File: src/rtl/pixel_filter_pkg.sv
// Shared encodings for the pixel filter: filter mode select and blur FSM state.
package pixel_filter_pkg;

    localparam int unsigned MODE_WIDTH  = 2;
    localparam int unsigned STATE_WIDTH = 2;

    // Filter select as presented on the mode port
    typedef enum logic [MODE_WIDTH-1:0] {
        MODE_BYPASS = 2'b00,
        MODE_INVERT = 2'b01,
        MODE_THRESH = 2'b10,
        MODE_BLUR   = 2'b11
    } mode_e;

    // Blur line sequencing: prime the window, stream, drain the last column
    typedef enum logic [STATE_WIDTH-1:0] {
        ST_FILL  = 2'b00,
        ST_RUN   = 2'b01,
        ST_FLUSH = 2'b10
    } state_e;

endpackage

File: src/rtl/pixel_filter_blur_tap3.sv
// blur_tap3: combinational 3-tap [1 2 1]/4 kernel with round-to-nearest.
//   left, center, right : neighbouring pixels p[c-1], p[c], p[c+1]
//   blur_c              : (left + 2*center + right + 2) >> 2
module blur_tap3 #(
    parameter int unsigned DATA_WIDTH = 8
) (
    input  logic [DATA_WIDTH-1:0] left,
    input  logic [DATA_WIDTH-1:0] center,
    input  logic [DATA_WIDTH-1:0] right,
    output logic [DATA_WIDTH-1:0] blur_c
);

    // Two extra bits hold 4 * max pixel + rounding without overflow
    localparam int unsigned SUM_WIDTH = DATA_WIDTH + 2;

    logic [SUM_WIDTH-1:0] sum;

    assign sum    = SUM_WIDTH'(left) + (SUM_WIDTH'(center) << 1) + SUM_WIDTH'(right)
                  + SUM_WIDTH'(2);
    assign blur_c = sum[SUM_WIDTH-1:2];

endmodule

File: src/rtl/pixel_filter.sv
// pixel_filter: streams pixels from a first-word-fall-through FIFO through a
// per-line selectable filter (bypass / invert / threshold / 3-tap blur) into
// a valid/ready output register.
//   clk, rst_n               : clock, asynchronous active-low reset
//   fifo_empty, fifo_rd_data : upstream FWFT FIFO head
//   fifo_rd_en               : pop strobe (combinational, same-cycle with head)
//   mode, thresh             : filter select (latched at column 0), threshold
//   out_valid/ready/data     : output handshake and filtered pixel
//   out_sol, out_eol         : output pixel is column 0 / last column
//   line_done                : last-column output accepted this cycle
module pixel_filter
    import pixel_filter_pkg::*;
#(
    parameter int unsigned DATA_WIDTH = 8,
    parameter int unsigned LINE_WIDTH = 64,
    parameter int unsigned COL_WIDTH  = 6
) (
    input  logic                  clk,
    input  logic                  rst_n,
    input  logic                  fifo_empty,
    input  logic [DATA_WIDTH-1:0] fifo_rd_data,
    output logic                  fifo_rd_en,
    input  logic [1:0]            mode,
    input  logic [DATA_WIDTH-1:0] thresh,
    output logic                  out_valid,
    input  logic                  out_ready,
    output logic [DATA_WIDTH-1:0] out_data,
    output logic                  out_sol,
    output logic                  out_eol,
    output logic                  line_done
);

    localparam logic [COL_WIDTH-1:0] LAST_COL = COL_WIDTH'(LINE_WIDTH - 1);
    localparam logic [COL_WIDTH-1:0] COL_ONE  = COL_WIDTH'(1);

    state_e                state;
    mode_e                 mode_q;
    mode_e                 mode_in;
    mode_e                 mode_eff;
    logic [COL_WIDTH-1:0]  col;
    logic [DATA_WIDTH-1:0] prev;
    logic [DATA_WIDTH-1:0] cur;
    logic [DATA_WIDTH-1:0] pix_f;
    logic [DATA_WIDTH-1:0] tap_right;
    logic [DATA_WIDTH-1:0] blur_c;
    logic                  col0;
    logic                  last_col;
    logic                  can_load;
    logic                  blur_fill;
    logic                  pop;

    assign mode_in  = mode_e'(mode);
    assign col0     = (col == '0);
    assign last_col = (col == LAST_COL);
    // Column 0 uses the live mode because mode_q only captures it on that pop
    assign mode_eff = col0 ? mode_in : mode_q;
    assign can_load = !out_valid || out_ready;
    // Priming the blur window produces no output, so it may pop under backpressure
    assign blur_fill = (state == ST_FILL) && col0 && (mode_in == MODE_BLUR);
    assign pop       = rst_n && !fifo_empty && (state != ST_FLUSH) && (can_load || blur_fill);

    assign fifo_rd_en = pop;
    assign line_done  = out_valid && out_ready && out_eol;

    // Point filters for the non-blur modes
    always_comb begin
        pix_f = fifo_rd_data;
        case (mode_eff)
            MODE_INVERT: pix_f = ~fifo_rd_data;
            MODE_THRESH: pix_f = (fifo_rd_data >= thresh) ? {DATA_WIDTH{1'b1}} : '0;
            default:     pix_f = fifo_rd_data;
        endcase
    end

    // Right tap replicates the last pixel while draining the line
    assign tap_right = (state == ST_FLUSH) ? cur : fifo_rd_data;

    blur_tap3 #(
        .DATA_WIDTH (DATA_WIDTH)
    ) u_blur_tap3 (
        .left   (prev),
        .center (cur),
        .right  (tap_right),
        .blur_c (blur_c)
    );

    // Line sequencing, blur window and output register
    always_ff @(posedge clk or negedge rst_n) begin
        if (!rst_n) begin
            state     <= ST_FILL;
            mode_q    <= MODE_BYPASS;
            col       <= '0;
            prev      <= '0;
            cur       <= '0;
            out_valid <= 1'b0;
            out_data  <= '0;
            out_sol   <= 1'b0;
            out_eol   <= 1'b0;
        end else begin
            // An accepted output is retired unless a new one loads below
            if (out_ready) begin
                out_valid <= 1'b0;
            end

            if (pop) begin
                col <= last_col ? '0 : col + COL_ONE;
                if (col0) begin
                    mode_q <= mode_in;
                end
            end

            case (state)
                ST_FILL: begin
                    if (pop) begin
                        if (blur_fill) begin
                            prev  <= fifo_rd_data;
                            cur   <= fifo_rd_data;
                            state <= ST_RUN;
                        end else begin
                            out_valid <= 1'b1;
                            out_data  <= pix_f;
                            out_sol   <= col0;
                            out_eol   <= last_col;
                        end
                    end
                end
                ST_RUN: begin
                    // Popping column c completes output column c-1
                    if (pop) begin
                        out_valid <= 1'b1;
                        out_data  <= blur_c;
                        out_sol   <= (col == COL_ONE);
                        out_eol   <= 1'b0;
                        prev      <= cur;
                        cur       <= fifo_rd_data;
                        if (last_col) begin
                            state <= ST_FLUSH;
                        end
                    end
                end
                ST_FLUSH: begin
                    if (can_load) begin
                        out_valid <= 1'b1;
                        out_data  <= blur_c;
                        out_sol   <= 1'b0;
                        out_eol   <= 1'b1;
                        state     <= ST_FILL;
                    end
                end
                default: state <= ST_FILL;
            endcase
        end
    end

endmodule

File: config.mk
export PLATFORM = sky130hd
export DESIGN_NAME = pixel_filter
export DESIGN_NICKNAME = d
export VERILOG_FILES = /design/src/rtl/pixel_filter_pkg.sv /design/src/rtl/pixel_filter_blur_tap3.sv /design/src/rtl/pixel_filter.sv
export SDC_FILE = /design/constraint.sdc
export NUM_CORES = 1
export LEC_CHECK = 0
export ABC_AREA = 1
export ABC_CLOCK_PERIOD_IN_PS = 2750
export BUFFER_PORTS_ARGS = -buffer_cell sky130_fd_sc_hd__buf_2
export CAP_MARGIN = 10
export CORE_UTILIZATION = 55
export CTS_BUF_LIST = sky130_fd_sc_hd__clkbuf_8
export DETAILED_ROUTE_END_ITERATION = 16
export HOLD_SLACK_MARGIN = 0.03
export PLACE_DENSITY = 0.77
export SLEW_MARGIN = 0
export SYNTH_ARGS = -nofsm -noshare
export SYNTH_HDL_FRONTEND = slang
export SYNTH_SLANG_ARGS = --single-unit
File: constraint.sdc
create_clock -name clk -period 2.75 [get_ports clk]
set_clock_uncertainty 0.1 [all_clocks]
set_input_delay 0.55 -clock clk [delete_from_list [all_inputs] [get_ports clk]]
set_output_delay 0.55 -clock clk [all_outputs]
set_load 0.01 [all_outputs]
=== Word level (Yosys, flattened, before mapping) ===
Index checks and enable logic that the tools add are counted.

* Add/sub/neg operators: 4
* $lt $le $gt $ge: 1
* Equality and inequality tests: 14
* Multiplexer cells: 38
* Bitwise logic cells: 1
* Reduce and logical (&&, ||, !) cells: 18

{| class="wikitable"
|+ Operators by type and width
! cell !! count
|-
| $mux 8 || 10
|-
| $pmux 8 s2 || 3
|-
| $pmux 8 s3 || 1
|-
| $ne 2x2->1 const B || 7
|-
| $mux 1 || 13
|-
| $mux 2 || 6
|-
| $add 10x2->10 const B || 1
|-
| $add 10x8->10 || 1
|-
| $add 8x9->10 || 1
|-
| $reduce_and 5->1 || 2
|-
| $pmux 1 s3 || 3
|-
| $ge 8x8->1 || 1
|-
| $not 8->8 || 1
|-
| $logic_and 1x1->1 || 7
|-
| $add 6x1->6 const B || 1
|-
| $eq 2x2->1 const B || 3
|-
| $eq 6x1->1 const B || 1
|-
| $eq 6x6->1 const B || 1
|-
| $logic_not 6->1 || 1
|-
| $mux 6 || 1
|-
| $pmux 2 s3 || 1
|-
| $eq 2x1->1 const B || 2
|-
| $reduce_and 4->1 || 1
|-
| $reduce_bool 3->1 || 1
|-
| other kinds (4) || 6
|}

* Register bits after elaboration: 37
* Logic and storage cells: 85

=== Logic depth before layout (Yosys ltp) ===
Gate-level depths: netlist of the first run.

* Word-level depth: 7
* Depth in mapped cells: 18

=== Modules after synthesis ===
From an unflattened synthesis of the first run, not the netlist that was laid out.

* Cell total of the unflattened synthesis: 443
* Area, all modules: 3066.7 um2

{| class="wikitable"
|+ By module, submodules not included
! module !! instances !! cells each !! area each (um2) !! sequential area each (um2)
|-
| pixel_filter || 1 || 352 || 2504.9 || 925.9
|-
| blur_tap3 || 1 || 91 || 561.8 || 0.0
|}

=== Worst setup path after synthesis of the first run ===
OpenSTA, ideal clock, no wires.

* Path kind: register to register
* From: register state[0]
* To: register out_data[6]
* Setup time: 117 ps
* Data arrival time: 2581 ps
* Path slack: -47 ps
* Stages on the path, launching flop included: 17
* Buffers on the path: 1
* Clock period less this slack: 2797 ps
* Path through: dfrtp_1 > inv_1 > ha_1 > clkbuf_1 > nand2_1 > o21ai_0 > fa_1 > ha_1 > inv_1 > o21ai_0 > a31oi_1 > nand2_1 > nand2_1 > nand3_1 > nand2_1 > nand2_1 > nand2_1

* Cells in the longest elaborated chain, start to end: 7
* Elaborated cells on any way between the ends: 21
* Those cells by class: 2 x add/sub; 7 x eq/ne; 4 x mux; 8 x reduce/logical

{| class="wikitable"
|+ Ends and longest elaborated chain
! what !! line !! source
|-
| start: declaration || pixel_filter.sv:36 || <nowiki>state_e state;</nowiki>
|-
| start signal: assignment || pixel_filter.sv:90 || <nowiki>state <= ST_FILL;</nowiki>
|-
| start signal: assignment || pixel_filter.sv:118 || <nowiki>state <= ST_RUN;</nowiki>
|-
| start signal: assignment || pixel_filter.sv:137 || <nowiki>state <= ST_FLUSH;</nowiki>
|-
| branches (longest 7 deep; another with $add 10x8->10) || -- ||
|-
| end signal: assignment || pixel_filter.sv:121 || <nowiki>out_data <= pix_f;</nowiki>
|-
| end signal: assignment || pixel_filter.sv:131 || <nowiki>out_data <= blur_c;</nowiki>
|-
| end signal: assignment || pixel_filter.sv:144 || <nowiki>out_data <= blur_c;</nowiki>
|-
| end: declaration || pixel_filter.sv:27 || <nowiki>output logic [DATA_WIDTH-1:0] out_data,</nowiki>
|}

Parallel ways; which one is timed is not known. The select of a mux whose other input is x is not followed.
A chain may end at the register's enable or synchronous reset.

=== Worst setup path in the final report of the first run ===
* From: register state[0]
* To: register out_data[5]

Same word-level chain as after synthesis.

==> flow_summary.toml, run 1 <==
[drt]
drtIter0Drc = 200
detail_route.wl_per_cell_um = 12.8
drc_errors = 0
num_vias = 2806
first_pass_iters = 4
avgViaCountPerCell = 5.16
totalWireLength_mm = 6.97
antenna_left = 0

[synth]
syn_nets = 477
synthFlopType = "dfrtp_1"
postSynthCellCount = 421
synthArstFlopShare = 1.00
yosys.area.top_type = "dfrtp_1"
synth.top_cell.area_share = 0.303
synth-edff-count = 0
seq_area_frac_synth = 0.303
synth_cell_types = 31
syn_area_per_cell_sq_um = 7.26
syn_area_sq_um = 3060
yosys_register_bits = 37
ys_warn_count = 0
ys_top_cells_by_area = "dfrtp_1, nand2_1, ha_1, inv_1, a21oi_1"

[sta]
worst_slew_pin_slew_ps = 486
maxSlewHeadroom = 0.676
finalSetupViolCount = 0
fmax_ghz = 0.368
final_max_slew_viol_count = 0
rsz0062_at_grt = "yes"
post-route-period-util = 0.987
min_period_ps = 2710
hold_viol = 0

[global_route]
grt_start_max_net_pins = 38
grt_overflow = 0
gr-usage-met3 = 0.0335
grt_use_met1 = 0.382
grt_util_met2 = 0.400
busiest_layer = "met2"
grt_use_total = 0.261
grt_pass1_vias = 2623
grt_pass1_wl_mm = 12.1
antenna_found_initial = 0

[finish]
area.growth.synth_to_final_pct = 16.0
design_area_sq_um = 3550
diodes = 0
final_nets = 529
final_cell_mix = "nand2_1, inv_1, dfrtp_1"
drive_gt1_frac = 0.211
layoutNonFillerInstCount = 544
mostFrequentLayoutCell = "nand2_1"
final_util = 0.677

[floorplan]
top_level_ports = 35
rows = 26
die-width_um = 76.6
die_h_um = 76.6
dieArea_sq_um = 5860
core-area_sq_um = 5240
start_util = 0.584

[place]
port_buffers = 34
place_congestion = 0.891
hpwlAfterDp_mm = 5.29
placed_cell_area_sq_um = 3400
post-place-cells = 534

[clock_tree]
cts_tree = "yes"
clock_path_buffers = 2
clock_latency_ps = 290
clk_pin_slew_ps = 70
cts_buffers = 5
cts-root-buf = "clkbuf_8"
htreeDepth = 2
clock-sinks = 37

[setup_path]
worstPathArrival_ps = 2800
crit_fanout = 7
crit_family = "adder cells"
crit_type = "flop to flop"
required_ps = 2840
slowest_delay_ps = 390
end_kind = "flop"
cp-start-kind = "flop"
cp_num_buf_inv = 3
crit_chain = "inv_2, ha_4, clkbuf_4, o21ai_1, fa_1, ha_1, inv_1, o21ai_0, a21oi_1, nand2_1, nand2_1, nand3_1, nand2_1, nand2_1, nand2_1"
crit_path_frequent_cell = "nand2_1"
critPathSlowestCell = "dfrtp_1"

[power_and_ir_drop]
leakage_nw = 1.95
power_density_nw_per_um2 = 1360
peakVddDrop_uv = 531

[outcome]
status = "finished, final reports clean"

[flow_run]
max_cap_viol_count = 0

[worst_hold_path]
hp-class = "input port to asynchronous set/reset pin"
[power breakdown]
| group | internal [mW] | switching (mW) |
|---|---|---|
| clock | 0.169 | 0.196 |
| combinational | 1.42 | 2.04 |
| sequential | 0.795 | 0.206 |
| total | 2.38 | 2.45 |
[path summary, 6_finish.rpt]
path / start / end / slack, ps / cells past startpoint
max: state[0] / out_data[5] / 40 / 15
min: rst_n / prev[1] / 220 / 2
max reg2reg: state[0] / out_data[5] / 40 / 15
min reg2reg: out_data[3] / out_data[3] / 380 / 2
max in group asynchronous: rst_n / out_data[6] / 1990 / 2
min in group clk: out_data[3] / out_data[3] / 380 / 2
[final cells by class]
cell class	instances	area (sq um)
Clock inverter	3	11.3
Tap cell	70	87.6
Inverter	64	248
Timing Repair Buffer	58	350
Fill cell	449	1690
Sequential cell	37	926
Multi-Input combinational cell	307	1860
Clock buffer	5	68.8
[per-layer routing]
| layer | up-vias | share of wire |
|---|---|---|
| met5 | - | 0 |
| met4 | 0 | 0.012 |
| met3 | 8 | 0.045 |
| met2 | 81 | 0.44 |
| met1 | 1273 | 0.50 |
| li1 | 1444 | - |
[worst register-to-register path, stage by stage (launching register included)]
cell,delay [ps]
dfrtp_1,390
inv_2,100
ha_4,180
clkbuf_4,180
o21ai_1,90
fa_1,380
ha_1,330
inv_1,90
o21ai_0,290
a21oi_1,110
nand2_1,80
nand2_1,40
nand3_1,70
nand2_1,60
nand2_1,60
nand2_1,50
[synth_stat cells, types with 2 or more instances]
master and number:
inv_1 61, nor2_1 19, buf_6 4, o21ai_1 2, nand2_1 124, nand2_2 3, clkinv_2 2, a21oi_1 36
dfrtp_1 37, o21ai_2 17, fa_1 6, xor2_1 3, nor3_1 6, nand3_1 26, nand2_4 3, clkbuf_1 7
o21ai_0 24, ha_1 28
[flip-flops by register name, summed over array words and instances (netlist names)]
name / flops
cur: 8
out_data: 8
prev: 8
col: 6
mode_q: 2
state: 2
out_eol: 1
out_sol: 1
out_valid: 1
[per-stage QoR]
stage          total power [mW]  setup WS, ps  setup TNS, ps  hold slack [ps]
2_1_floorplan              3.27          8.65              0              154
3_3_place_gp               4.12          2.84              0              360
3_5_place_dp               4.19         -73.9           -136              362
4_1_cts                    4.60          49.9              0              242
5_1_grt                    5.35         -90.8           -244              279
6_report                   4.83          35.2              0              221
[logic make-up after synthesis]
kind of cell,share of synthesized area
XOR/XNOR,0.00859
AO/OA/AOI/OAI,0.162
adder cells (fa/ha/maj),0.154
flip-flops,0.303
buffers and inverters,0.108
AND/OR/NAND/NOR,0.265
[what timing repair did]
| item | CTS | global route |
|---|---|---|
| resized for setup | 2 | 15 |
| pin swaps | 0 | 5 |
| hold buffers | 0 | 0 |
| setup endpoints to repair | 6 | 8 |
| buffers inserted | 0 | 2 |
No activity file was read; power rests on OpenSTA's default activity.
==> run 2: changes to the inputs <==
--- a/config.mk
+++ b/config.mk
@@ -7,7 +7,7 @@
 export LEC_CHECK = 0
 export ABC_AREA = 1
 export ABC_CLOCK_PERIOD_IN_PS = 2750
-export BUFFER_PORTS_ARGS = -buffer_cell sky130_fd_sc_hd__buf_2
+export BUFFER_PORTS_ARGS = -buffer_cell sky130_fd_sc_hd__clkbuf_2
 export CAP_MARGIN = 10
 export CORE_UTILIZATION = 55
 export CTS_BUF_LIST = sky130_fd_sc_hd__clkbuf_8
@@ -17,4 +17,5 @@
 export SLEW_MARGIN = 0
 export SYNTH_ARGS = -nofsm -noshare
 export SYNTH_HDL_FRONTEND = slang
+export SYNTH_HIERARCHICAL = 1
 export SYNTH_SLANG_ARGS = --single-unit
==> run 2 against run 1 <==
  * Flip-flop and latch count stayed put
  * Sequential share of layout area is 0.68 points lower
  * Global-route usage is 0.38 points higher
  * Via count is 0.14% lower
  * Area after synthesis is 0.29% higher
  * Routed wire length is 1.4% higher
  * Final cell count is 2.4% higher
==> flow_summary.toml, run 2 <==
[floorplan]
rows = 26
top_level_ports = 35
die_h_um = 76.7
die-width_um = 76.7
dieArea_sq_um = 5880
core-area_sq_um = 5240
start_util = 0.586

[synth]
syn_nets = 498
synthAdderAreaFrac = 0.149
yosys.area.top_type = "dfrtp_1"
synth_top_family_by_area = "simple AND/OR/NAND/NOR gates"
synth_common_cells = "nand2_1, inv_1, dfrtp_1, o21ai_0, ha_1"
yosys_register_bits = 37
synth-xor-area-share = 0.0200
synth-edff-count = 0
synthMuxAreaShare = 0
seq_area_frac_synth = 0.302
postSynthCellCount = 443
syn_area_sq_um = 3070
synthFlopType = "dfrtp_1"
synth_cell_types = 32
syn_area_per_cell_sq_um = 6.92
synth.top_cell.area_share = 0.302
synth_compound_area_frac = 0.111
ys_warn_count = 6
synthSimpleGateAreaFrac = 0.313
yosysMostFrequentCell = "nand2_1"
ys_top_cells_by_area = "dfrtp_1, nand2_1, ha_1, inv_1, o21ai_0"
synthArstFlopShare = 1.00

[setup_path]
crit_chain = "inv_2, ha_4, buf_12, nand2_2, o21ai_2, fa_1, ha_4, nand2_2, inv_2, nand2_2, nand2_4, xor2_1, nor2_1, nor2_2, nand2_1, nand2_1"
end_kind = "flop"
regToRegEndpoint = "out_data[2]"
crit_path_frequent_cell = "nand2_2"
crit_type = "flop to flop"
slowest_delay_ps = 530
r2r_cells = 16
cp_num_buf_inv = 3
critPathSlowestCell = "fa_1"
reg2reg_from = "state[0]"
r2r_slack_ps = 90
cp-start-kind = "flop"
crit_family = "adder cells"
required_ps = 2890
crit_fanout = 16
worstPathArrival_ps = 2800

[finish]
diodes = 0
mostFrequentLayoutCell = "nand2_1"
n_fill_cell = 442
final_cell_mix = "nand2_1, inv_1, dfrtp_1"
drive_gt1_frac = 0.228
largestRegisters = "cur x8, out_data x8, prev x8"
area.growth.synth_to_final_pct = 18.8
final_nets = 541
layoutNonFillerInstCount = 557

[sta]
maxSlewHeadroom = 0.672
final_max_slew_viol_count = 0
min_period_ps = 2660
hold_viol = 0
rsz0062_at_grt = "yes"
finalSetupViolCount = 0
worst_slack_ps = 90.5
fmax_ghz = 0.376
worst_slew_pin_slew_ps = 492
post-route-period-util = 0.967

[clock_tree]
clk_pin_slew_ps = 80
cts_tree = "yes"
htreeDepth = 2
holdBufCountCts = 0
clock_latency_ps = 290
clock-sinks = 37
clock_path_buffers = 2
cts-root-buf = "clkbuf_8"
cts_buffers = 5

[place]
hpwlAfterDp_mm = 5.27
port_buffers = 34
place_congestion = 0.885
place_ws_ps = -93.2
post-place-cells = 548

[global_route]
grt_use_total = 0.265
antenna_found_initial = 0
grt_pass1_vias = 2754
grt_start_max_net_pins = 38
grt_overflow = 0
grt_pass1_wl_mm = 12.4

[worst_hold_path]
hp-class = "input port to asynchronous set/reset pin"

[drt]
drtIter0Drc = 141
first_pass_iters = 4
num_vias = 2802
totalWireLength_mm = 7.07
detail_route.wl_per_cell_um = 12.7
avgViaCountPerCell = 5.03
drc_errors = 0
antenna_left = 0

[flow_run]
max_cap_viol_count = 0

[outcome]
status = "finished, final reports clean"
## run 2: logic make-up (layout without fill, tap and decap cells)
group,Yosys count,count (layout)
compound gates,59,59
xor+xnor,7,7
fa+ha+maj,33,33
buf+inv,78,122
flops,37,37
simple gates,229,229
## run 2: metrics by stage
| step | hold WS (ps) | area [sq um] | utilization | setup TNS, ps |
|---|---|---|---|---|
| 2_1_floorplan | 154 | 3130 | - | 0 |
| 3_3_place_gp | 363 | 3420 | 0.653 | -39.9 |
| 3_5_place_dp | 371 | 3420 | 0.653 | -287 |
| 4_1_cts | 236 | 3570 | 0.681 | 0 |
| 5_1_grt | 265 | 3640 | 0.696 | -199 |
| 6_report | 219 | 3640 | 0.696 | 0 |
## run 2: metal layers
metal,vias to the layer above,track usage,part of all wire
met5,-,0,0
met4,0,0.0981,0.020
met3,11,0.0381,0.033
met2,57,0.453,0.49
met1,1287,0.339,0.46
li1,1447,-,-
## run 2: final cells by class
cell class,instances,area (sq um),share of cell area
clock buffer,5,68.8,0.0189
clock inverter,3,65.1,0.0179
inverter,65,248,0.0680
multi-input combinational,328,1950,0.536
sequential,37,926,0.254
tap,70,87.6,0.0240
timing repair buffer,49,295,0.0810
## run 2: worst max-delay path by stage
stage / startpoint / end / slack [ps] / cells past startpoint
3_3_place_gp: state[0] / out_data[4] / -40 / 18
6_report: state[0] / out_data[2] / 90 / 16
2_1_floorplan: state[0] / out_data[6] / 6 / 18
4_1_cts: state[0] / out_data[4] / 10 / 19
5_1_grt: state[1] / out_data[4] / -60 / 18
3_5_place_dp: state[0] / out_data[4] / -90 / 17
## run 2: repair_timing
action,CTS,global route
gates cloned,0,0
endpoints found under the setup margin,6,9
buffers inserted,0,1
resized for setup,6,17
pin swaps,2,14
Power of run 2 is left out: the tool's default activity adds up to more than one toggle a clock period on the data nets, which glitch-free logic cannot reach.
